$ cat src/rtl/exibidor_pkg.sv
// +----------------------------------------------------------------------+
// | exibidor_pkg                                                         |
// | Shared FSM encoding, 7-segment patterns and double-dabble step.      |
// | Revision: 1.0                                                        |
// +----------------------------------------------------------------------+
`default_nettype none

package exibidor_pkg;

  typedef enum logic [1:0] {
    ST_IDLE = 2'd0,
    ST_CONV = 2'd1,
    ST_LOAD = 2'd2
  } state_t;

  localparam int c_num_digits = 4;
  localparam int c_dd_iters   = 8;

  // Active-low {g,f,e,d,c,b,a}
  localparam logic [6:0] c_seg_blank = 7'b1111111;
  localparam logic [6:0] c_seg_minus = 7'b0111111;
  localparam logic [9:0][6:0] c_seg_digits = {
    7'b0010000,  // 9
    7'b0000000,  // 8
    7'b1111000,  // 7
    7'b0000010,  // 6
    7'b0010010,  // 5
    7'b0011001,  // 4
    7'b0110000,  // 3
    7'b0100100,  // 2
    7'b1111001,  // 1
    7'b1000000   // 0
  };

  // One shift-and-add-3 iteration on {hundreds, tens, units, binary[7:0]}.
  function automatic logic [19:0] dd_step(input logic [19:0] v);
    logic [19:0] t;
    t = v;
    if (t[19:16] >= 4'd5) t[19:16] = t[19:16] + 4'd3;
    if (t[15:12] >= 4'd5) t[15:12] = t[15:12] + 4'd3;
    if (t[11:8]  >= 4'd5) t[11:8]  = t[11:8]  + 4'd3;
    return {t[18:0], 1'b0};
  endfunction

endpackage

`default_nettype wire

$ cat src/rtl/decod_7seg.sv
// +----------------------------------------------------------------------+
// | decod_7seg                                                           |
// | BCD digit to active-low 7-segment pattern with blank/minus selects.  |
// | Revision: 1.0                                                        |
// +----------------------------------------------------------------------+
`default_nettype none

module decod_7seg
  import exibidor_pkg::*;
(
  input  logic [3:0] bcd,
  input  logic       blank,
  input  logic       minus,
  output logic [6:0] seg
);

  always_comb begin
    seg = c_seg_blank;
    if (blank) begin
      seg = c_seg_blank;
    end else if (minus) begin
      seg = c_seg_minus;
    end else if (bcd <= 4'd9) begin
      seg = c_seg_digits[bcd];
    end
  end

endmodule

`default_nettype wire

$ cat src/rtl/exibidor_resultado.sv
// +----------------------------------------------------------------------+
// | exibidor_resultado                                                   |
// | Captures the ALU result, converts it to BCD and scans 4 digits.      |
// | Build option: SIGNED_DISPLAY_EN shows two's-complement with sign.    |
// | Revision: 1.0                                                        |
// +----------------------------------------------------------------------+
`default_nettype none

module exibidor_resultado
  import exibidor_pkg::*;
#(
  parameter int SCAN_DIV = 50000
) (
  input  logic       clk,
  input  logic       rst,
  input  logic [8:0] Q_in,
  input  logic       load,
  output logic       busy,
  output logic       done,
  output logic [6:0] seg,
  output logic [3:0] an,
  output logic       ovf_led
);

  localparam int c_cnt_w = (SCAN_DIV > 2) ? $clog2(SCAN_DIV) : 1;
  localparam logic [c_cnt_w-1:0] c_cnt_last = c_cnt_w'(SCAN_DIV - 1);
  localparam logic [2:0] c_iter_last = 3'(c_dd_iters - 1);

  state_t r_state;
  state_t w_state_next;

  logic [2:0]  r_iter;
  logic [19:0] r_shift;
  logic        r_neg;
  logic        r_ovf;
  logic        w_neg;
  logic [7:0]  w_mag;

  logic [3:0]  r_disp_h;
  logic [3:0]  r_disp_t;
  logic [3:0]  r_disp_u;
  logic        r_disp_neg;
  logic        r_disp_ovf;
  logic        r_disp_valid;
  logic        r_done;

  logic [c_cnt_w-1:0] r_scan_cnt;
  logic [1:0]         r_slot;
  logic               r_active;

  logic [3:0] w_bcd;
  logic       w_blank;
  logic       w_minus;

  always_comb begin
`ifdef SIGNED_DISPLAY_EN
    w_neg = Q_in[7];
    w_mag = Q_in[7] ? (~Q_in[7:0] + 8'd1) : Q_in[7:0];
`else
    w_neg = 1'b0;
    w_mag = Q_in[7:0];
`endif
  end

  always_ff @(posedge clk or posedge rst) begin
    if (rst) r_state <= ST_IDLE;
    else     r_state <= w_state_next;
  end

  always_comb begin
    w_state_next = r_state;
    case (r_state)
      ST_IDLE: if (load) w_state_next = ST_CONV;
      ST_CONV: if (r_iter == c_iter_last) w_state_next = ST_LOAD;
      ST_LOAD: w_state_next = ST_IDLE;
      default: w_state_next = ST_IDLE;
    endcase
  end

  always_ff @(posedge clk or posedge rst) begin
    if (rst) begin
      r_iter       <= '0;
      r_shift      <= '0;
      r_neg        <= 1'b0;
      r_ovf        <= 1'b0;
      r_disp_h     <= '0;
      r_disp_t     <= '0;
      r_disp_u     <= '0;
      r_disp_neg   <= 1'b0;
      r_disp_ovf   <= 1'b0;
      r_disp_valid <= 1'b0;
      r_done       <= 1'b0;
    end else begin
      r_done <= 1'b0;
      case (r_state)
        ST_IDLE: begin
          if (load) begin
            r_shift <= {12'd0, w_mag};
            r_neg   <= w_neg;
            r_ovf   <= Q_in[8];
            r_iter  <= '0;
          end
        end
        ST_CONV: begin
          r_shift <= dd_step(r_shift);
          r_iter  <= r_iter + 3'd1;
        end
        ST_LOAD: begin
          r_disp_h     <= r_shift[19:16];
          r_disp_t     <= r_shift[15:12];
          r_disp_u     <= r_shift[11:8];
          r_disp_neg   <= r_neg;
          r_disp_ovf   <= r_ovf;
          r_disp_valid <= 1'b1;
          r_done       <= 1'b1;
        end
        default: ;
      endcase
    end
  end

  // Scanning starts on the first edge after reset so an stays all-off during reset.
  always_ff @(posedge clk or posedge rst) begin
    if (rst) begin
      r_scan_cnt <= '0;
      r_slot     <= '0;
      r_active   <= 1'b0;
    end else if (!r_active) begin
      r_active <= 1'b1;
    end else if (r_scan_cnt == c_cnt_last) begin
      r_scan_cnt <= '0;
      r_slot     <= r_slot + 2'd1;
    end else begin
      r_scan_cnt <= r_scan_cnt + 1'b1;
    end
  end

  always_comb begin
    w_bcd   = 4'd0;
    w_blank = 1'b1;
    w_minus = 1'b0;
    if (r_active && r_disp_valid) begin
      case (r_slot)
        2'd0: begin
          w_bcd   = r_disp_u;
          w_blank = 1'b0;
        end
        2'd1: begin
          w_bcd   = r_disp_t;
          w_blank = (r_disp_h == 4'd0) && (r_disp_t == 4'd0);
        end
        2'd2: begin
          w_bcd   = r_disp_h;
          w_blank = (r_disp_h == 4'd0);
        end
        default: begin
          w_minus = r_disp_neg;
          w_blank = !r_disp_neg;
        end
      endcase
    end
  end

  always_comb begin
    an = 4'b1111;
    if (r_active) an[r_slot] = 1'b0;
  end

  decod_7seg u_decod (
    .bcd   (w_bcd),
    .blank (w_blank),
    .minus (w_minus),
    .seg   (seg)
  );

  assign busy    = (r_state != ST_IDLE);
  assign done    = r_done;
  assign ovf_led = r_disp_ovf;

endmodule

`default_nettype wire

$ cat config.mk
export PLATFORM = sky130hd
export DESIGN_NAME = exibidor_resultado
export DESIGN_NICKNAME = d
export VERILOG_FILES = /design/src/rtl/exibidor_pkg.sv /design/src/rtl/decod_7seg.sv /design/src/rtl/exibidor_resultado.sv
export SDC_FILE = /design/constraint.sdc
export NUM_CORES = 1
export LEC_CHECK = 0
export BUFFER_PORTS_ARGS = -buffer_cell sky130_fd_sc_hd__buf_4
export CAP_MARGIN = 20
export CORE_ASPECT_RATIO = 1.2
export CORE_MARGIN = 2
export CORE_UTILIZATION = 50
export CTS_BUF_LIST = sky130_fd_sc_hd__clkbuf_8
export DETAILED_ROUTE_END_ITERATION = 10
export GPL_TIMING_DRIVEN = 0
export PLACE_DENSITY = 0.69
export SLEW_MARGIN = 40
export SYNTH_ARGS = -nofsm -noshare
export SYNTH_HDL_FRONTEND = slang
export SYNTH_SLANG_ARGS = --single-unit
export TNS_END_PERCENT = 10
$ cat constraint.sdc
create_clock -name clk -period 5.1 [get_ports clk]
set_input_delay 0.255 -clock clk [delete_from_list [all_inputs] [get_ports clk]]
set_output_delay 0.255 -clock clk [all_outputs]
set_load 0.05 [all_outputs]
==> summary.md, run 1 <==
| Metric | Value |
|---|---|
| Setup TNS Final | 0 ns |
| Crit Path Class | reg -> out |
| WHS Endpoint | r_ovf |
| Die Span X | 76.3 um |
| Ys async rst share | 100% |
| Clk_lat worst skew | 0.33 ns |
| Routed len/inst | 13.2 um |
| Clock Pin Slew Worst Setup and Hold Paths | 0.06 ns |
| Sequential area share after synthesis | 47.9% |
| Crit path max-delay family | compound AO/OA/AOI/OAI gates |
| Worst path cell trace | inv_1 > ha_1 > a222oi_1 > or2_2 > inv_1 > ha_1 > or2_2 > a21oi_2 > a211oi_4 > o31ai_1 > buf_4 |
| RSZ-0062 raised after global routing | no |
| RR Startpoint | r_scan_cnt[7] |
| EDFF count, synth | 0 |
| Skew final | 0.00695 ns |
| Tcrit/Tclk final | 62.3% |
| Dpl hpwl | 4210 um |
| Initial antenna violation count | 0 |
| Area Growth Syn to Fin | 15.5% |
| Post-route ant nets | 0 |
| Max_cap viols | 0 |
| Syn Nets | 337 |
| Max-slew headroom | 45.7% |
| Layout cells sized above 1 | 18.1% |
| CTS tree | built |
| CTS sink count | 60 |
| Post-Layout Cell Count | 431 |
| Antenna diodes | 0 |
| Post-CTS Setup Inserts | 0 |
| DR pass1 iterations | 5 |
| Hold Path Cell Cnt | 2 |
| Area share of the largest cell type after synthesis | 47.9% |
| Yosys cell types | 43 |
| Grt ovf | 0 |
| DRC | 0 |
| Total Wirelength | 5700 um |
| H-tree Lvls | 3 |
| Largest cells by area after synthesis | dfrtp_1 48%, ha_1 7.6%, nand2_1 4.9% |
| Worst reg2reg setup slack | 3.11 ns |
| GPL Wtd Cong | 0.777 |
| Worst EP arrival | 2.92 ns |
| DR vias/cell | 5.29 |
| IO Count | 26 |
| Slowest CP cell | a222oi_1 |
| Hold Startpoint | Q_in[8] |
| Yosys warnings | 0 |
| TritonCTS Buffers | 9 |
| R2R depth | 4 |
| GRT Total Usage | 18.5% |
| Setup violators final | 0 |
| Largest area contributor in the netlist | dfrtp_1 |
| Worst setup EP type | output pin |
| Nets | 375 |
| Most numerous cell in the Yosys netlist | dfrtp_1 |
| Clock Power Share | 19.9% |
| Status | finished, final reports clean |
| Element type at the critical path start | flop |
| Leakage Power | 1.72 nW |
| Core Area | 6050 sq um |
| Buf/Inv on CP | 3 |
| PwrDens | 485 nW/um^2 |
| Syn Area/Cell | 10.2 sq um |
| Cells after Synth | 306 |
| Maximum VDD drop | 197 uV |
| FILL cells | 560 |
| Crit Path Max Fanout | 7 |
| Tmin final | 3.18 ns |
| #FFs+latches synth | 60 |
| Fin. max-slew vios | 0 |
| Global-route wire length before repair | 10,300 um |
| IO buf count | 25 |
| Cts hold-fix bufs | 1 |
| Die Area | 6920 sq um |
| Largest net degree at the start of global routing | 32 |
| Via count | 2,278 |
| Chip Height | 90.7 um |
| Vias in the first global route | 2,276 |
| P_int | 1.08 mW |
| Reg2Reg Capture Point | r_slot[1] |
| Top cells by count, synth | 60 x dfrtp_1, 41 x nand2_1, 24 x o21ai_0, 19 x ha_1, 17 x inv_1 |
| Clk root buf | clkbuf_8 |
| Initial Utilization | 51.8% |
| Slowest stage delay, CP | 0.41 ns |
| Hold WC Path Type | in -> reg |
| Post-Synthesis Cell Area | 3130 sq um |
| Comb power frac | 37.6% |
| CP required | 4.85 ns |
| Final Hold Fails | 0 |
| Sw Ratio | 38.2% |
| Slew @ Worst Pin | 0.814 ns |
| Post-placement cell count | 414 |
| Std cell rows | 31 |
| Reg power frac | 42.6% |
| Most common flop cell mapped by yosys | dfrtp_1 |
| Max clock buf depth | 2 |
| Post-CTS sizing | 0 |
| P_sw | 0.670 mW |
| F_max | 315 MHz |
| Initial DRC Count | 148 |
-- worst max path at each step --
stage / to / cells after the start / from / slack (ns)
2_1_floorplan: seg[1] / 6 / r_slot[0] / 2.08
3_3_place_gp: seg[1] / 11 / r_slot[0] / 2.32
3_5_place_dp: seg[1] / 11 / r_slot[1] / 2.29
4_1_cts: seg[1] / 11 / r_slot[0] / 1.92
5_1_grt: seg[4] / 11 / r_slot[0] / 1.76
6_report: seg[1] / 11 / r_slot[0] / 1.92
-- power by group through the flow --
stage	registers [mW]	logic [mW]	clock network [mW]
6_report	0.747	0.659	0.348
5_1_grt	0.771	0.748	0.378
4_1_cts	0.749	0.667	0.358
3_5_place_dp	0.755	0.664	0
3_3_place_gp	0.750	0.642	0
2_1_floorplan	0.736	0.511	0
-- cells in the final DEF (no fill, tap or decap), types with 2 or more instances in the layout --
cell type and count:
a21oi_1 12, a222oi_1 4, a22o_1 5, and3b_1 7, buf_4 26, clkbuf_1 10
clkbuf_8 10, clkinv_2 2, dfrtp_1 60, ha_1 19, inv_1 20, mux2_2 11
mux2i_1 5, nand2_1 41, nand2b_1 7, nand3_1 12, nand3b_1 2, nand4_1 2
nor2_1 12, nor3_1 6, nor3b_1 2, nor4_1 2, o21ai_0 24, o21bai_1 2
o31ai_1 3, or2_2 5, xnor2_1 12, xor2_1 6
-- state kept, by name, indices dropped and copies added, names as in the netlist --
| register | cells |
|---|---|
| r_scan_cnt | 16 |
| r_disp_valid | 1 |
| r_ovf | 1 |
| done | 1 |
| r_disp_h | 4 |
| r_slot | 2 |
| r_disp_t | 4 |
| r_state | 2 |
| r_active | 1 |
| r_disp_u | 4 |
| ovf_led | 1 |
| r_iter | 3 |
| r_shift | 20 |
-- stage by stage --
stage	instance area (sq um)	utilization, %	worst slack [ns]	hold slack [ns]	power, mW
floorplan	3130	-	2.08	0.405	1.25
global placement	3420	56.6	2.32	0.457	1.39
detailed placement	3450	56.9	2.29	0.279	1.42
CTS	3620	59.8	1.92	0.139	1.77
global route	3620	59.8	1.76	0.143	1.90
finish	3620	59.8	1.92	0.157	1.75
-- layer usage --
layer  vias up  track usage, %  routed length, um
met5         -               0                  0
met4         0            8.64                 45
met3         2            4.20                226
met2        52            30.6               2780
met1      1090            23.0               2640
li1       1134               -                  -
-- cells by family after synthesis --
logic type,count (synthesis),share of synthesized area (%)
buffers and inverters,28,3.47
xor gates and xnor gates,18,5.03
DFF,60,47.9
other,1,0.120
muxes,17,6.03
AOI/OAI and AO/OA,57,11.8
and+or+nand+nor,106,18.1
adders and majority gates,19,7.59
-- area by class of cell --
cell class                 instances  area, sq um  share of cell area, %
multi-input combinational        218         1520                   42.1
sequential                        60         1500                   41.5
timing repair buffer              27          218                   6.02
clock buffer                      10          138                   3.80
tap                               82          103                   2.84
inverter                          17         66.3                   1.83
buffer                            11         45.0                   1.24
clock inverter                     6         25.0                  0.692
Note: power is estimated with default switching activity, not from simulation.
==> run 2, diff against run 1 <==
- PLACE_DENSITY: 0.69 -> 0.71
- clock period: 5.1 -> 2.92 ns (I/O delays scaled with it)
==> run 2 against run 1 <==
  * The flow now finishes with violations (negative setup slack)
  * Via count increased by 3.6%
  * Non-clock buffer count increased by 15
  * Total power increased by 95%
  * Wire length increased by 5.9%
  * First-iteration DRC count increased by 4.7%
  * Worst hold slack got worse by 0.12 ns
  * Largest cell class unchanged
==> summary.md, run 2 (synthesis results as in run 1) <==
| Metric | Value |
|---|---|
| DR vias/cell | 5.29 |
| Commonest cells after routing, fill and taps aside | 58 x dfrtp_1, 38 x nand2_1, 31 x buf_4 |
| Post-Layout Cell Count | 446 |
| Die Span X | 76.3 um |
| FF/Latch Area | 1500 sq um |
| Worst path cell trace | inv_2 > ha_2 > a222oi_1 > nor3b_1 > a22oi_1 > nand2_2 > buf_8 |
| Largest Register | r_shift |
| Crit path max-delay family | compound AO/OA/AOI/OAI gates |
| Setup violators final | 1 |
| Max-slew headroom | 33.5% |
| Worst EP arrival | 2.78 ns |
| Std cell rows | 31 |
| PwrDens | 865 nW/um^2 |
| Routed len/inst | 13.5 um |
| Initial antenna violation count | 0 |
| Global-route wire length before repair | 10,200 um |
| Core Area | 6050 sq um |
| Area Growth Syn to Fin | 26.3% |
| Initial Utilization | 51.8% |
| Skew final | 0.00822 ns |
| Max clock buf depth | 2 |
| Largest net degree at the start of global routing | 37 |
| Via count | 2,359 |
| Slowest CP cell | a222oi_1 |
| Element type at the critical path start | flop |
| Final Hold Fails | 0 |
| Max_cap viols | 0 |
| Crit Path Max Fanout | 5 |
| Post-placement cell count | 414 |
| Tcrit/Tclk final | 100% |
| Grt ovf | 0 |
| TritonCTS Buffers | 9 |
| RSZ-0062 raised after global routing | yes |
| Biggest regs | r_shift x20, r_scan_cnt x16 |
| Crit Path Class | reg -> out |
| Area of the multi-input gates | 1640 sq um |
| Post-layout util | 65.4% |
| CTS sink count | 60 |
| Fin. max-slew vios | 0 |
| Dpl hpwl | 4020 um |
| H-tree Lvls | 3 |
| Failing checks | negative setup slack |
| Maximum VDD drop | 576 uV |
| FILL cells | 494 |
| F_max | 341 MHz |
| Clock Pin Slew Worst Setup and Hold Paths | 0.06 ns |
| CP required | 2.77 ns |
| Nets | 390 |
| CTS tree | built |
| Post-route ant nets | 0 |
| IO Count | 26 |
| Hold_ws | 0.0354 ns |
| Clk root buf | clkbuf_8 |
| DRC | 0 |
| Setup TNS Final | -0.00972 ns |
| DR pass1 iterations | 4 |
| Vias in the first global route | 2,327 |
| Commonest non-fill, non-tap cell in the layout | dfrtp_1 |
| Buf/Inv on CP | 2 |
| Clk_lat worst skew | 0.34 ns |
| GRT Total Usage | 18.6% |
| GPL Wtd Cong | 0.787 |
| Layout cells sized above 1 | 26.9% |
| Antenna diodes | 0 |
| Status | finished, violations left |
| Initial DRC Count | 155 |
| Slew @ Worst Pin | 0.997 ns |
| Worst setup EP type | output pin |
| Die Area | 6920 sq um |
| IO buf count | 25 |
| Total Wirelength | 6030 um |
| Slowest stage delay, CP | 0.89 ns |
| Max FFs per register | 20 |
| Tmin final | 2.93 ns |
| Setup ws final | -0.00972 ns |
| Hold WC Path Type | in -> reg |
| Chip Height | 90.7 um |
| Leakage Power | 1.83 nW |
## run 2: changes by cell type in the layout (fill, tap and decap cells not counted), moves of 3 or more
cell / change
buf_8: +5
ha_4: +4
buf_4: +5
inv_1: -6
nand2_2: +3
buf_6: +4
nand2_1: -3
or2_4: +3
ha_1: -5
or2_2: -3
## run 2: area by class of cell
cell class                 count  area share (%)
inverter                      17            1.74
tap                           82            2.59
clock buffer                  10            3.48
sequential                    60            38.0
buffer                        11            1.14
timing repair buffer          42            9.61
clock inverter                 6            1.99
multi-input combinational    218            41.4
## run 2: what timing repair did
action                                 in CTS  in global routing
hold buffers                                1                  0
gates cloned                                0                  0
endpoints found under the hold margin      24                  0
setup buffers                               9                  5
pin swaps                                   3                  9
setup endpoints to repair                   7                  7
gates resized for setup                    11                 32
## run 2: worst paths after layout
check                                    from             to  slack [ns]  cells after the start
worst max-delay path                r_slot[0]         seg[5]       -0.01                      7
worst min-delay path                  Q_in[8]          r_ovf        0.04                      2
worst max register to register  r_scan_cnt[7]      r_slot[1]        0.93                      4
worst min register to register   r_disp_valid   r_disp_valid        0.47                      1
max in group asynchronous                 rst    r_shift[16]        2.09                      4
min in group asynchronous                 rst  r_scan_cnt[6]        0.34                      3
## run 2: per-stage QoR
step	area [sq um]	setup slack, ns	power (mW)
6_report	3960	-0.00972	3.42
5_1_grt	3960	-0.105	3.68
4_1_cts	3770	0.00534	3.33
3_5_place_dp	3450	0.240	2.47
3_3_place_gp	3420	0.252	2.43
2_1_floorplan	3130	0.00584	2.18
## run 2: power breakdown
part           leakage (nW)  internal, mW  total, mW  switching [mW]
combinational         0.935         0.584       1.31           0.728
sequential            0.782          1.09       1.30           0.209
clock                 0.117         0.496      0.809           0.313
total                  1.83          2.18       3.42            1.25
## run 2: per-layer routing
metal	vias up	part of all wire (%)	global-route usage, %
li1	1167	-	-
met1	1125	44	22.2
met2	54	49	31.0
met3	13	4.1	4.80
met4	0	2.8	9.09
met5	-	0	0
## run 2: worst register-to-register path, stage by stage (launching register included)
cell and delay (ns):
dfrtp_1 0.45, nor4b_2 0.29, nand3b_1 0.17, nor4_4 0.63, mux2_4 0.35
==> run 3, diff against run 2 <==
- PLACE_DENSITY: 0.71 -> 0.69
- clock period: 2.92 -> 2.95 ns (I/O delays scaled with it)
==> run 3 against run 2 <==
  * The run now ends clean
  * Register-to-register slack improved by 0.04 ns
  * Cell area shrank 4.4%
  * First-iteration DRC count is 10% lower
  * Via count decreased by 0.68%
  * Flip-flop and latch count stayed put
  * Critical endpoint is now seg[1]
  * Largest cell class unchanged
  * Highest routed layer unchanged
==> summary.md, run 3 (synthesis results as in run 1) <==
| Metric | Value |
|---|---|
| Placed instance area | 3450 sq um |
| Slowest stage delay, CP | 0.45 ns |
| Crit path max-delay family | compound AO/OA/AOI/OAI gates |
| Skew final | 0.00763 ns |
| GPL Wtd Cong | 0.777 |
| Dpl hpwl | 4210 um |
| Slowest CP cell | a222oi_1 |
| IO buf count | 25 |
| Area Growth Syn to Fin | 20.8% |
| Worst path cell trace | inv_2 > ha_4 > a222oi_1 > or2_4 > inv_1 > ha_2 > or2_4 > a21oi_4 > a211oi_4 > o31ai_1 > buf_4 |
| Max clock buf depth | 2 |
| Fin. max-slew vios | 0 |
| Design Area, Final | 3780 sq um |
| Core Area | 6050 sq um |
| Worst setup EP type | output pin |
| Largest net degree at the start of global routing | 32 |
| PnR Total Power | 3.12 mW |
| CTS sink count | 60 |
| Clk root buf | clkbuf_8 |
| Final Hold Fails | 0 |
| CTS tree | built |
| Initial Utilization | 51.8% |
| Worst reg2reg setup slack | 0.97 ns |
| Post-layout util | 62.5% |
| Chip Height | 90.7 um |
| Leakage Power | 1.78 nW |
| H-tree Lvls | 3 |
| Tmin final | 2.90 ns |
| Crit Path Max Fanout | 7 |
| Clock Pin Slew Worst Setup and Hold Paths | 0.06 ns |
| PwrDens | 826 nW/um^2 |
| Status | finished, final reports clean |
| Initial antenna violation count | 0 |
| Largest Register | r_shift |
| Hold WC Path Type | in -> reg |
| Setup violators final | 0 |
| Tcrit/Tclk final | 98.4% |
| Global-route wire length before repair | 10,600 um |
| Setup ws final | 0.0481 ns |
| Commonest cells after routing, fill and taps aside | 59 x dfrtp_1, 41 x nand2_1, 34 x buf_4 |
| Max-slew headroom | 42.4% |
| Crit Path Class | reg -> out |
| Via count | 2,343 |
| GRT Total Usage | 19.2% |
| Post-place setup slack | 0.251 ns |
| Max FFs per register | 20 |
| IO Count | 26 |
| Std cell rows | 31 |
| Antenna diodes | 0 |
| CP required | 2.80 ns |
| Total Wirelength | 6070 um |
| Commonest non-fill, non-tap cell in the layout | dfrtp_1 |
| Biggest regs | r_shift x20, r_scan_cnt x16 |
| Element type at the critical path start | flop |
| Slew @ Worst Pin | 0.863 ns |
| Initial DRC Count | 139 |
| Post-route ant nets | 0 |
| Maximum VDD drop | 340 uV |
| DR pass1 iterations | 4 |
| Max_cap viols | 0 |
| Clk_lat worst skew | 0.33 ns |
| Buf/Inv on CP | 3 |
| DR vias/cell | 5.28 |
| Vias in the first global route | 2,348 |
| Worst EP arrival | 2.75 ns |
| RSZ-0062 raised after global routing | yes |
| Die Area | 6920 sq um |
| Layout cells sized above 1 | 23.2% |
| Grt ovf | 0 |
| Nets | 388 |
| F_max | 345 MHz |
| Die Span X | 76.3 um |
| CP dominant cell by count | or2_4 |
| Routed len/inst | 13.7 um |
| DRC | 0 |
| TritonCTS Buffers | 9 |
-- run 3: cell types whose count changed in the layout (fill, tap and decap cells not counted), sizes merged --
| cell | change |
|---|---|
| inv | +3 |
| clkinv | -1 |
| clkbuf | -1 |
| buf | -1 |
| bufinv | -2 |
-- run 3: per-layer routing --
metal	track usage (%)	routed length (um)	vias up
li1	-	-	1163
met1	23.0	2730	1126
met2	32.5	3020	46
met3	4.30	230	8
met4	9.09	92	0
met5	0	0	-
-- run 3: what timing repair did --
item / CTS / global route
hold endpoints to repair: 29 / 0
hold buffers: 1 / 0
cloned: 0 / 0
setup endpoints to repair: 7 / 7
gates resized for setup: 6 / 13
buffers inserted: 7 / 6
pin swaps: 3 / 7
-- run 3: path summary, 6_finish.rpt --
path                       cells after the start           end          start
setup / recovery                              11        seg[1]      r_slot[1]
hold / removal                                 2         r_ovf        Q_in[8]
setup reg to reg                               4     r_slot[1]  r_scan_cnt[7]
hold reg to reg                                1  r_disp_valid   r_disp_valid
max in group asynchronous                      4   r_disp_t[1]            rst
min in group asynchronous                      3    r_shift[0]            rst
-- run 3: power by group --
| group | internal, mW | switching [mW] | total [mW] |
|---|---|---|---|
| clock | 0.312 | 0.292 | 0.604 |
| combinational | 0.540 | 0.687 | 1.23 |
| sequential | 1.08 | 0.209 | 1.29 |
| total | 1.94 | 1.19 | 3.12 |
-- run 3: area by class of cell --
class	instances	area [sq um]
Clock buffer	10	138
Buffer	11	45.0
Inverter	17	66.3
Fill cell	545	2270
Tap cell	82	103
Clock inverter	6	25.0
Multi-Input combinational cell	218	1570
Sequential cell	60	1500
Timing Repair Buffer	40	334
-- run 3: per-stage QoR --
stage                     hold WS (ns)  setup TNS [ns]  instances
after floorplan                  0.298               0        306
after global placement           0.382               0        413
after detailed placement         0.171               0        414
after CTS                       0.0311               0        438
after global routing            0.0360          -0.386        444
final                           0.0457               0        444
-- run 3: worst reg2reg max path: stages (launching register included) --
cell and delay [ns]:
dfrtp_1 0.44, nor4b_2 0.29, nand3b_1 0.17, nor4_4 0.63, mux2_4 0.35
